**config.mk**
```make
export PLATFORM = sky130hd
export DESIGN_NAME = wheel_kinematics_engine
export DESIGN_NICKNAME = d
export VERILOG_FILES = /design/src/rtl/wheel_kinematics_engine.sv
export SDC_FILE = /design/constraint.sdc
export NUM_CORES = 1
export LEC_CHECK = 0
export CAP_MARGIN = 20
export CELL_PAD_IN_SITES_DETAIL_PLACEMENT = 0
export CELL_PAD_IN_SITES_GLOBAL_PLACEMENT = 1
export CORE_UTILIZATION = 45
export CTS_CLUSTER_SIZE = 10
export DETAILED_ROUTE_END_ITERATION = 10
export DONT_BUFFER_PORTS = 1
export GPL_TIMING_DRIVEN = 0
export PLACE_DENSITY_LB_ADDON = 0.3
export SYNTH_ARGS = -nofsm -noshare
export SYNTH_HDL_FRONTEND = slang
export SYNTH_SLANG_ARGS = --single-unit
```
**constraint.sdc**
```tcl
create_clock -name WHEEL_KINEMATICS_ENGINE_CLOCK_50 -period 15.2 [get_ports WHEEL_KINEMATICS_ENGINE_CLOCK_50]
set_clock_uncertainty 0.1 [all_clocks]
set_input_delay 3.04 -clock WHEEL_KINEMATICS_ENGINE_CLOCK_50 [delete_from_list [all_inputs] [get_ports WHEEL_KINEMATICS_ENGINE_CLOCK_50]]
set_output_delay 3.04 -clock WHEEL_KINEMATICS_ENGINE_CLOCK_50 [all_outputs]
set_load 0.05 [all_outputs]
```
**src/rtl/wheel_kinematics_engine.sv**
```systemverilog
// Mecanum wheel inverse kinematics in sign-magnitude fixed point.
// One shared saturating multiplier is sequenced over eight FSM states per request.
module wheel_kinematics_engine #(
    parameter int                 N_WIDTH    = 17,
    parameter int                 Q_WIDTH    = 8,
    parameter logic [N_WIDTH-1:0] K1_COEF    = 17'h0002A,
    parameter logic [N_WIDTH-1:0] INV_R_COEF = 17'h01B96
) (
    input  logic               WHEEL_KINEMATICS_ENGINE_CLOCK_50,
    input  logic               WHEEL_KINEMATICS_ENGINE_RESET_InLow,
    input  logic [N_WIDTH-1:0] WHEEL_KINEMATICS_ENGINE_TARGETVX_InBus,
    input  logic [N_WIDTH-1:0] WHEEL_KINEMATICS_ENGINE_TARGETVY_InBus,
    input  logic [N_WIDTH-1:0] WHEEL_KINEMATICS_ENGINE_TARGETWZ_InBus,
    input  logic               WHEEL_KINEMATICS_ENGINE_valid_InHigh,
    output logic               WHEEL_KINEMATICS_ENGINE_ready_OutHigh,
    output logic [N_WIDTH-1:0] WHEEL_KINEMATICS_ENGINE_W1_OutBus,
    output logic [N_WIDTH-1:0] WHEEL_KINEMATICS_ENGINE_W2_OutBus,
    output logic [N_WIDTH-1:0] WHEEL_KINEMATICS_ENGINE_W3_OutBus,
    output logic [N_WIDTH-1:0] WHEEL_KINEMATICS_ENGINE_W4_OutBus,
    output logic               WHEEL_KINEMATICS_ENGINE_done_OutHigh,
    output logic               WHEEL_KINEMATICS_ENGINE_overflow_OutHigh
);
    localparam int M_WIDTH = N_WIDTH - 1;
    localparam int S_WIDTH = N_WIDTH + 2;
    localparam int P_WIDTH = 2 * M_WIDTH;
    localparam logic [M_WIDTH-1:0] MAG_MAX  = {M_WIDTH{1'b1}};
    localparam logic [M_WIDTH-1:0] MAG_ZERO = {M_WIDTH{1'b0}};
    localparam logic [N_WIDTH-1:0] WORD_ZERO = {N_WIDTH{1'b0}};

    typedef enum logic [2:0] {
        IDLE = 3'd0, MULK = 3'd1, SUM = 3'd2, SC1 = 3'd3,
        SC2  = 3'd4, SC3  = 3'd5, SC4 = 3'd6, DONE = 3'd7
    } state_t;

    // Sign-magnitude to two's complement; -0 collapses to 0 naturally.
    function automatic logic signed [S_WIDTH-1:0] sm_to_int(input logic [N_WIDTH-1:0] v);
        logic signed [S_WIDTH-1:0] mag_v;
        mag_v = $signed({3'b000, v[M_WIDTH-1:0]});
        if (v[N_WIDTH-1]) begin
            return -mag_v;
        end else begin
            return mag_v;
        end
    endfunction

    // Returns {overflow, sign-magnitude word}, saturated, zero always positive.
    function automatic logic [N_WIDTH:0] int_to_sm(input logic signed [S_WIDTH-1:0] v);
        logic [S_WIDTH-1:0] abs_v;
        logic [M_WIDTH-1:0] mag_v;
        logic               ovf_v;
        abs_v = v[S_WIDTH-1] ? $unsigned(-v) : $unsigned(v);
        if (abs_v > {3'b000, MAG_MAX}) begin
            ovf_v = 1'b1;
            mag_v = MAG_MAX;
        end else begin
            ovf_v = 1'b0;
            mag_v = abs_v[M_WIDTH-1:0];
        end
        return {ovf_v, v[S_WIDTH-1] && (mag_v != MAG_ZERO), mag_v};
    endfunction

    // Truncating Q-format rescale of a raw magnitude product, with saturation.
    function automatic logic [N_WIDTH:0] prod_to_sm(input logic sign_v, input logic [P_WIDTH-1:0] prod_v);
        logic [P_WIDTH-1:0] shr_v;
        logic [M_WIDTH-1:0] mag_v;
        logic               ovf_v;
        shr_v = prod_v >> Q_WIDTH;
        if (shr_v > {{(P_WIDTH-M_WIDTH){1'b0}}, MAG_MAX}) begin
            ovf_v = 1'b1;
            mag_v = MAG_MAX;
        end else begin
            ovf_v = 1'b0;
            mag_v = shr_v[M_WIDTH-1:0];
        end
        return {ovf_v, sign_v && (mag_v != MAG_ZERO), mag_v};
    endfunction

    state_t             state_r, state_nxt_s;
    logic [N_WIDTH-1:0] vx_r, vy_r, wz_r, t_r;
    logic [N_WIDTH-1:0] s1_r, s2_r, s3_r, s4_r;
    logic [N_WIDTH-1:0] r1_r, r2_r, r3_r;
    logic [N_WIDTH-1:0] w1_r, w2_r, w3_r, w4_r;
    logic               ovf_acc_r, ovf_r, done_r, ready_r;
    logic [N_WIDTH-1:0] mul_a_s, mul_b_s;
    logic [P_WIDTH-1:0] mul_prod_s;
    logic [N_WIDTH:0]   mul_res_s;
    logic signed [S_WIDTH-1:0] vx_i_s, vy_i_s, t_i_s;
    logic [N_WIDTH:0]   sum1_s, sum2_s, sum3_s, sum4_s;

    assign vx_i_s = sm_to_int(vx_r);
    assign vy_i_s = sm_to_int(vy_r);
    assign t_i_s  = sm_to_int(t_r);
    assign sum1_s = int_to_sm(vx_i_s - vy_i_s - t_i_s);
    assign sum2_s = int_to_sm(vx_i_s + vy_i_s + t_i_s);
    assign sum3_s = int_to_sm(vx_i_s + vy_i_s - t_i_s);
    assign sum4_s = int_to_sm(vx_i_s - vy_i_s + t_i_s);

    assign mul_prod_s = {{M_WIDTH{1'b0}}, mul_a_s[M_WIDTH-1:0]} * {{M_WIDTH{1'b0}}, mul_b_s[M_WIDTH-1:0]};
    assign mul_res_s  = prod_to_sm(mul_a_s[N_WIDTH-1] ^ mul_b_s[N_WIDTH-1], mul_prod_s);

    // Operand select for the single shared multiplier.
    always_comb begin
        mul_a_s = INV_R_COEF;
        mul_b_s = s1_r;
        case (state_r)
            MULK: begin
                mul_a_s = K1_COEF;
                mul_b_s = wz_r;
            end
            SC1:     mul_b_s = s1_r;
            SC2:     mul_b_s = s2_r;
            SC3:     mul_b_s = s3_r;
            SC4:     mul_b_s = s4_r;
            default: mul_b_s = s1_r;
        endcase
    end

    // Next-state sequencing: fixed eight-cycle walk once a request is taken.
    always_comb begin
        state_nxt_s = state_r;
        case (state_r)
            IDLE: begin
                if (WHEEL_KINEMATICS_ENGINE_valid_InHigh) begin
                    state_nxt_s = MULK;
                end else begin
                    state_nxt_s = IDLE;
                end
            end
            MULK:    state_nxt_s = SUM;
            SUM:     state_nxt_s = SC1;
            SC1:     state_nxt_s = SC2;
            SC2:     state_nxt_s = SC3;
            SC3:     state_nxt_s = SC4;
            SC4:     state_nxt_s = DONE;
            DONE:    state_nxt_s = IDLE;
            default: state_nxt_s = IDLE;
        endcase
    end

    // State register with registered handshake flags.
    always_ff @(posedge WHEEL_KINEMATICS_ENGINE_CLOCK_50) begin
        if (!WHEEL_KINEMATICS_ENGINE_RESET_InLow) begin
            state_r <= IDLE;
            done_r  <= 1'b0;
            ready_r <= 1'b1;
        end else begin
            state_r <= state_nxt_s;
            done_r  <= (state_nxt_s == DONE);
            ready_r <= (state_nxt_s == IDLE);
        end
    end

    // Datapath: operand capture, intermediate terms, and result publication.
    always_ff @(posedge WHEEL_KINEMATICS_ENGINE_CLOCK_50) begin
        if (!WHEEL_KINEMATICS_ENGINE_RESET_InLow) begin
            vx_r <= WORD_ZERO; vy_r <= WORD_ZERO; wz_r <= WORD_ZERO; t_r <= WORD_ZERO;
            s1_r <= WORD_ZERO; s2_r <= WORD_ZERO; s3_r <= WORD_ZERO; s4_r <= WORD_ZERO;
            r1_r <= WORD_ZERO; r2_r <= WORD_ZERO; r3_r <= WORD_ZERO;
            w1_r <= WORD_ZERO; w2_r <= WORD_ZERO; w3_r <= WORD_ZERO; w4_r <= WORD_ZERO;
            ovf_acc_r <= 1'b0;
            ovf_r     <= 1'b0;
        end else begin
            case (state_r)
                IDLE: begin
                    if (WHEEL_KINEMATICS_ENGINE_valid_InHigh) begin
                        vx_r      <= WHEEL_KINEMATICS_ENGINE_TARGETVX_InBus;
                        vy_r      <= WHEEL_KINEMATICS_ENGINE_TARGETVY_InBus;
                        wz_r      <= WHEEL_KINEMATICS_ENGINE_TARGETWZ_InBus;
                        ovf_acc_r <= 1'b0;
                    end
                end
                MULK: begin
                    t_r       <= mul_res_s[N_WIDTH-1:0];
                    ovf_acc_r <= ovf_acc_r | mul_res_s[N_WIDTH];
                end
                SUM: begin
                    s1_r      <= sum1_s[N_WIDTH-1:0];
                    s2_r      <= sum2_s[N_WIDTH-1:0];
                    s3_r      <= sum3_s[N_WIDTH-1:0];
                    s4_r      <= sum4_s[N_WIDTH-1:0];
                    ovf_acc_r <= ovf_acc_r | sum1_s[N_WIDTH] | sum2_s[N_WIDTH]
                                           | sum3_s[N_WIDTH] | sum4_s[N_WIDTH];
                end
                SC1: begin
                    r1_r      <= mul_res_s[N_WIDTH-1:0];
                    ovf_acc_r <= ovf_acc_r | mul_res_s[N_WIDTH];
                end
                SC2: begin
                    r2_r      <= mul_res_s[N_WIDTH-1:0];
                    ovf_acc_r <= ovf_acc_r | mul_res_s[N_WIDTH];
                end
                SC3: begin
                    r3_r      <= mul_res_s[N_WIDTH-1:0];
                    ovf_acc_r <= ovf_acc_r | mul_res_s[N_WIDTH];
                end
                SC4: begin
                    // Last product goes straight out so all four wheels land together on DONE entry.
                    w1_r      <= r1_r;
                    w2_r      <= r2_r;
                    w3_r      <= r3_r;
                    w4_r      <= mul_res_s[N_WIDTH-1:0];
                    ovf_r     <= ovf_acc_r | mul_res_s[N_WIDTH];
                    ovf_acc_r <= ovf_acc_r | mul_res_s[N_WIDTH];
                end
                default: begin
                    ovf_acc_r <= ovf_acc_r;
                end
            endcase
        end
    end

    assign WHEEL_KINEMATICS_ENGINE_ready_OutHigh    = ready_r;
    assign WHEEL_KINEMATICS_ENGINE_done_OutHigh     = done_r;
    assign WHEEL_KINEMATICS_ENGINE_overflow_OutHigh = ovf_r;
    assign WHEEL_KINEMATICS_ENGINE_W1_OutBus        = w1_r;
    assign WHEEL_KINEMATICS_ENGINE_W2_OutBus        = w2_r;
    assign WHEEL_KINEMATICS_ENGINE_W3_OutBus        = w3_r;
    assign WHEEL_KINEMATICS_ENGINE_W4_OutBus        = w4_r;
endmodule
```
==> summary.md <==
| Metric | Value |
|---|---|
| Syn Std Cell Area | `23,300 sq um` |
| Number of cell rows | `83` |
| Worst-margin pin slew | `1.10 ns` |
| IO Count | `125` |
| Clock transition at path regs | `0.05 ns` |
| Fin. max-slew vios | `0` |
| Final min period | `10.48 ns` |
| Antenna violations before repair | `0` |
| Status | `complete, no violations` |
| Post-synthesis mux area share | `1.05%` |
| Setup Fix Bufs, Post-CTS | `0` |
| Crit end category | `register` |
| # clock sinks | `262` |
| Post-Syn Area per Cell | `7.65 sq um` |
| Reg2reg start | `state_r[1]` |
| Max stage delay on crit path | `0.77 ns` |
| DRT iter0 DRCs | `1,884` |
| FF-to-FF End | `r1_r[5]` |
| Final TNS setup | `0 ns` |
| Final Hold Fails | `0` |
| Fillers | `5,227` |
| Top flip-flop cell by instance count after synthesis | `dfxtp_1` |
| GP Congestion | `0.952` |
| Post-route clock period utilization | `69.0%` |
| Hold crit path type | `reg -> reg` |
| Nets@finish | `3,467` |
| Layout cell share with drive strength beyond 1 | `2.96%` |
| Setup violators final | `0` |
| Xor-xnor portion of the synthesized cell area | `7.76%` |
| Min-Delay Path Depth | `2` |
| CTS H-tree lvls | `1` |
| CP Class | `reg -> reg` |
| Post-layout util | `49.0%` |
| Per-cell routed wire length | `21.0 um` |
| Largest family of logic cells by synthesized area | `compound AO/OA/AOI/OAI gates` |
| First-pass GRT wire length | `121,000 um` |
| Mapped Cells | `3,053` |
| Via count | `22,100` |
| Synth warn | `0` |
| Hpwl dp | `66,000 um` |
| Post-synth EDFFs | `0` |
| TritonRoute pass-1 iters | `7` |
| Worst slew margin | `26.8%` |
| Vias in the first global route | `21,000` |
| Maximum clock path buffer count | `3` |
| PortBufs | `0` |
| Seq/Total Area, Yosys | `22.5%` |
| Die Ht | `230 um` |
| Total track usage | `29.5%` |
| Die Width | `230 um` |
| Synthesized-area fraction occupied by adder cells | `19.5%` |
| CP Launch Type | `register` |
| Crit path DAT | `10.83 ns` |
| Aggregate routed wire length | `79,700 um` |
| Simple-gate area share of the yosys netlist | `18.9%` |
| Max-cap violation count | `0` |
| Largest net degree at the start of global routing | `17` |
| Async SR Flop Fraction | `0%` |
| Non-Filler Instances | `3,791` |
| CORE AREA | `51,300 sq um` |
| FF+latch count, synth | `262` |
| # DRC | `0` |
| RSZ-0062 raised after global routing | `no` |
| Synth unique cells | `93` |
| Post-Place Cells | `3,750` |
| Inserted Clock Buffers | `31` |
| CP Data Required Time | `15.54 ns` |
| Die Area | `52,800 sq um` |
| Min-delay src | `r1_r[10]` |
| Worst-Skew Late Latency | `0.58 ns` |
| Fmax | `95.4 MHz` |
| FF/Latch Area | `5250 sq um` |
| Crit path max fanout | `10` |
| Worst R2R Path Depth | `30` |
| Hold EP | `WHEEL_KINEMATICS_ENGINE_W1_OutBus[10]` |
| Cts repair resizes | `0` |
| Compound-cell area share of the yosys netlist | `23.0%` |
| CTS tree | `done` |
| Area grow syn2layout | `7.72%` |
| Antenna Cells | `0` |
| Initial Util | `45.5%` |
| Final ANT Viol Nets | `0` |
| Multi-input gate area | `16,500 sq um` |
| Hold_buf cts | `0` |
| Flop2flop setup slack | `4.72 ns` |
| Clock root buffer | `clkbuf_16` |
| Vias per cell | `5.84` |
| Worst path slowest cell | `a211oi_1` |
| GRT overflow | `0` |
## worst max-delay path, delay by kind of cell (launching register included)
kind | cells | cell delay [ns]
adders and majority gates | 6 | 2.81
buffers and inverters | 10 | 2.77
AOI/OAI and AO/OA | 7 | 2.53
and+or+nand+nor | 7 | 1.84
DFF | 1 | 0.29
## synthesized netlist by cell type, drive strengths merged, types with 52 or more instances
cell    number  area, sq um
a31oi       58          363
a21oi      308         1550
ha         215         2690
fa          93         1860
clkbuf     166          623
nand3       52          260
xnor2      146         1320
nand2      360         1350
xor2        56          490
dfxtp      262         5250
nor2       194          731
o21ai      232         1160
inv        264          991
nor3        81          410
## routing by layer
| metal | track usage [%] | part of all wire [%] | up-vias |
|---|---|---|---|
| met2 | 50.9 | 48 | 672 |
| met3 | 3.09 | 5.1 | 150 |
| met5 | 0 | 0 | - |
| met4 | 11.3 | 4.2 | 0 |
| li1 | - | - | 10700 |
| met1 | 37.6 | 43 | 10600 |
## cell usage in the layout (no fill, tap or decap), drive strengths merged, types with 27 or more instances in the layout
cell / synthesis / final
o21bai: 31 / 31
and2: 28 / 28
nor2: 194 / 194
xor2: 56 / 56
dfxtp: 262 / 262
inv: 264 / 265
clkbuf: 166 / 201
nor3: 81 / 81
a21oi: 308 / 308
o21ai: 232 / 232
nand2b: 31 / 31
a31oi: 58 / 58
a21o: 33 / 33
nand2: 360 / 360
o31ai: 27 / 27
ha: 215 / 215
nand3: 52 / 52
xnor2: 146 / 146
fa: 93 / 93
## logic make-up (layout without fill, tap and decap cells)
logic type,after synthesis,count (layout)
and+or+nand+nor,931,931
AOI/OAI and AO/OA,878,878
buffers and inverters,446,490
adders and majority gates,308,308
DFF,262,262
xor gates and xnor gates,202,202
muxes,24,24
other,2,16
## layout make-up
cell class | instances | share of cell area [%]
plain buffers | 181 | 2.75
clock buffers | 35 | 3.18
clock inverters | 4 | 0.254
inverters | 265 | 3.96
multi-input cells | 2359 | 65.5
flip-flops and latches | 262 | 20.9
well taps | 680 | 3.38
repair buffers | 5 | 0.109
## per-stage QoR
stage / instance area [sq um] / hold slack, ns / setup slack, ns
finish: 25100 / 0.351 / 4.72
global route: 25100 / 0.367 / 4.34
CTS: 25100 / 0.353 / 4.86
detailed placement: 24300 / 0.344 / 4.94
global placement: 24200 / 0.339 / 5.05
floorplan: 23400 / 0.329 / 7.51
## worst max path at each step
stage,from,end,slack [ns],cells past startpoint
floorplan,state_r[1],r1_r[12],7.51,30
global placement,state_r[1],r2_r[5],5.05,30
detailed placement,state_r[1],r1_r[5],4.94,30
CTS,state_r[1],r1_r[4],4.86,30
global route,state_r[1],r1_r[9],4.34,30
finish,state_r[1],r1_r[5],4.72,30
Power is left out: the tool's default activity adds up to more than one toggle a clock period on the data nets, which glitch-free logic cannot reach.
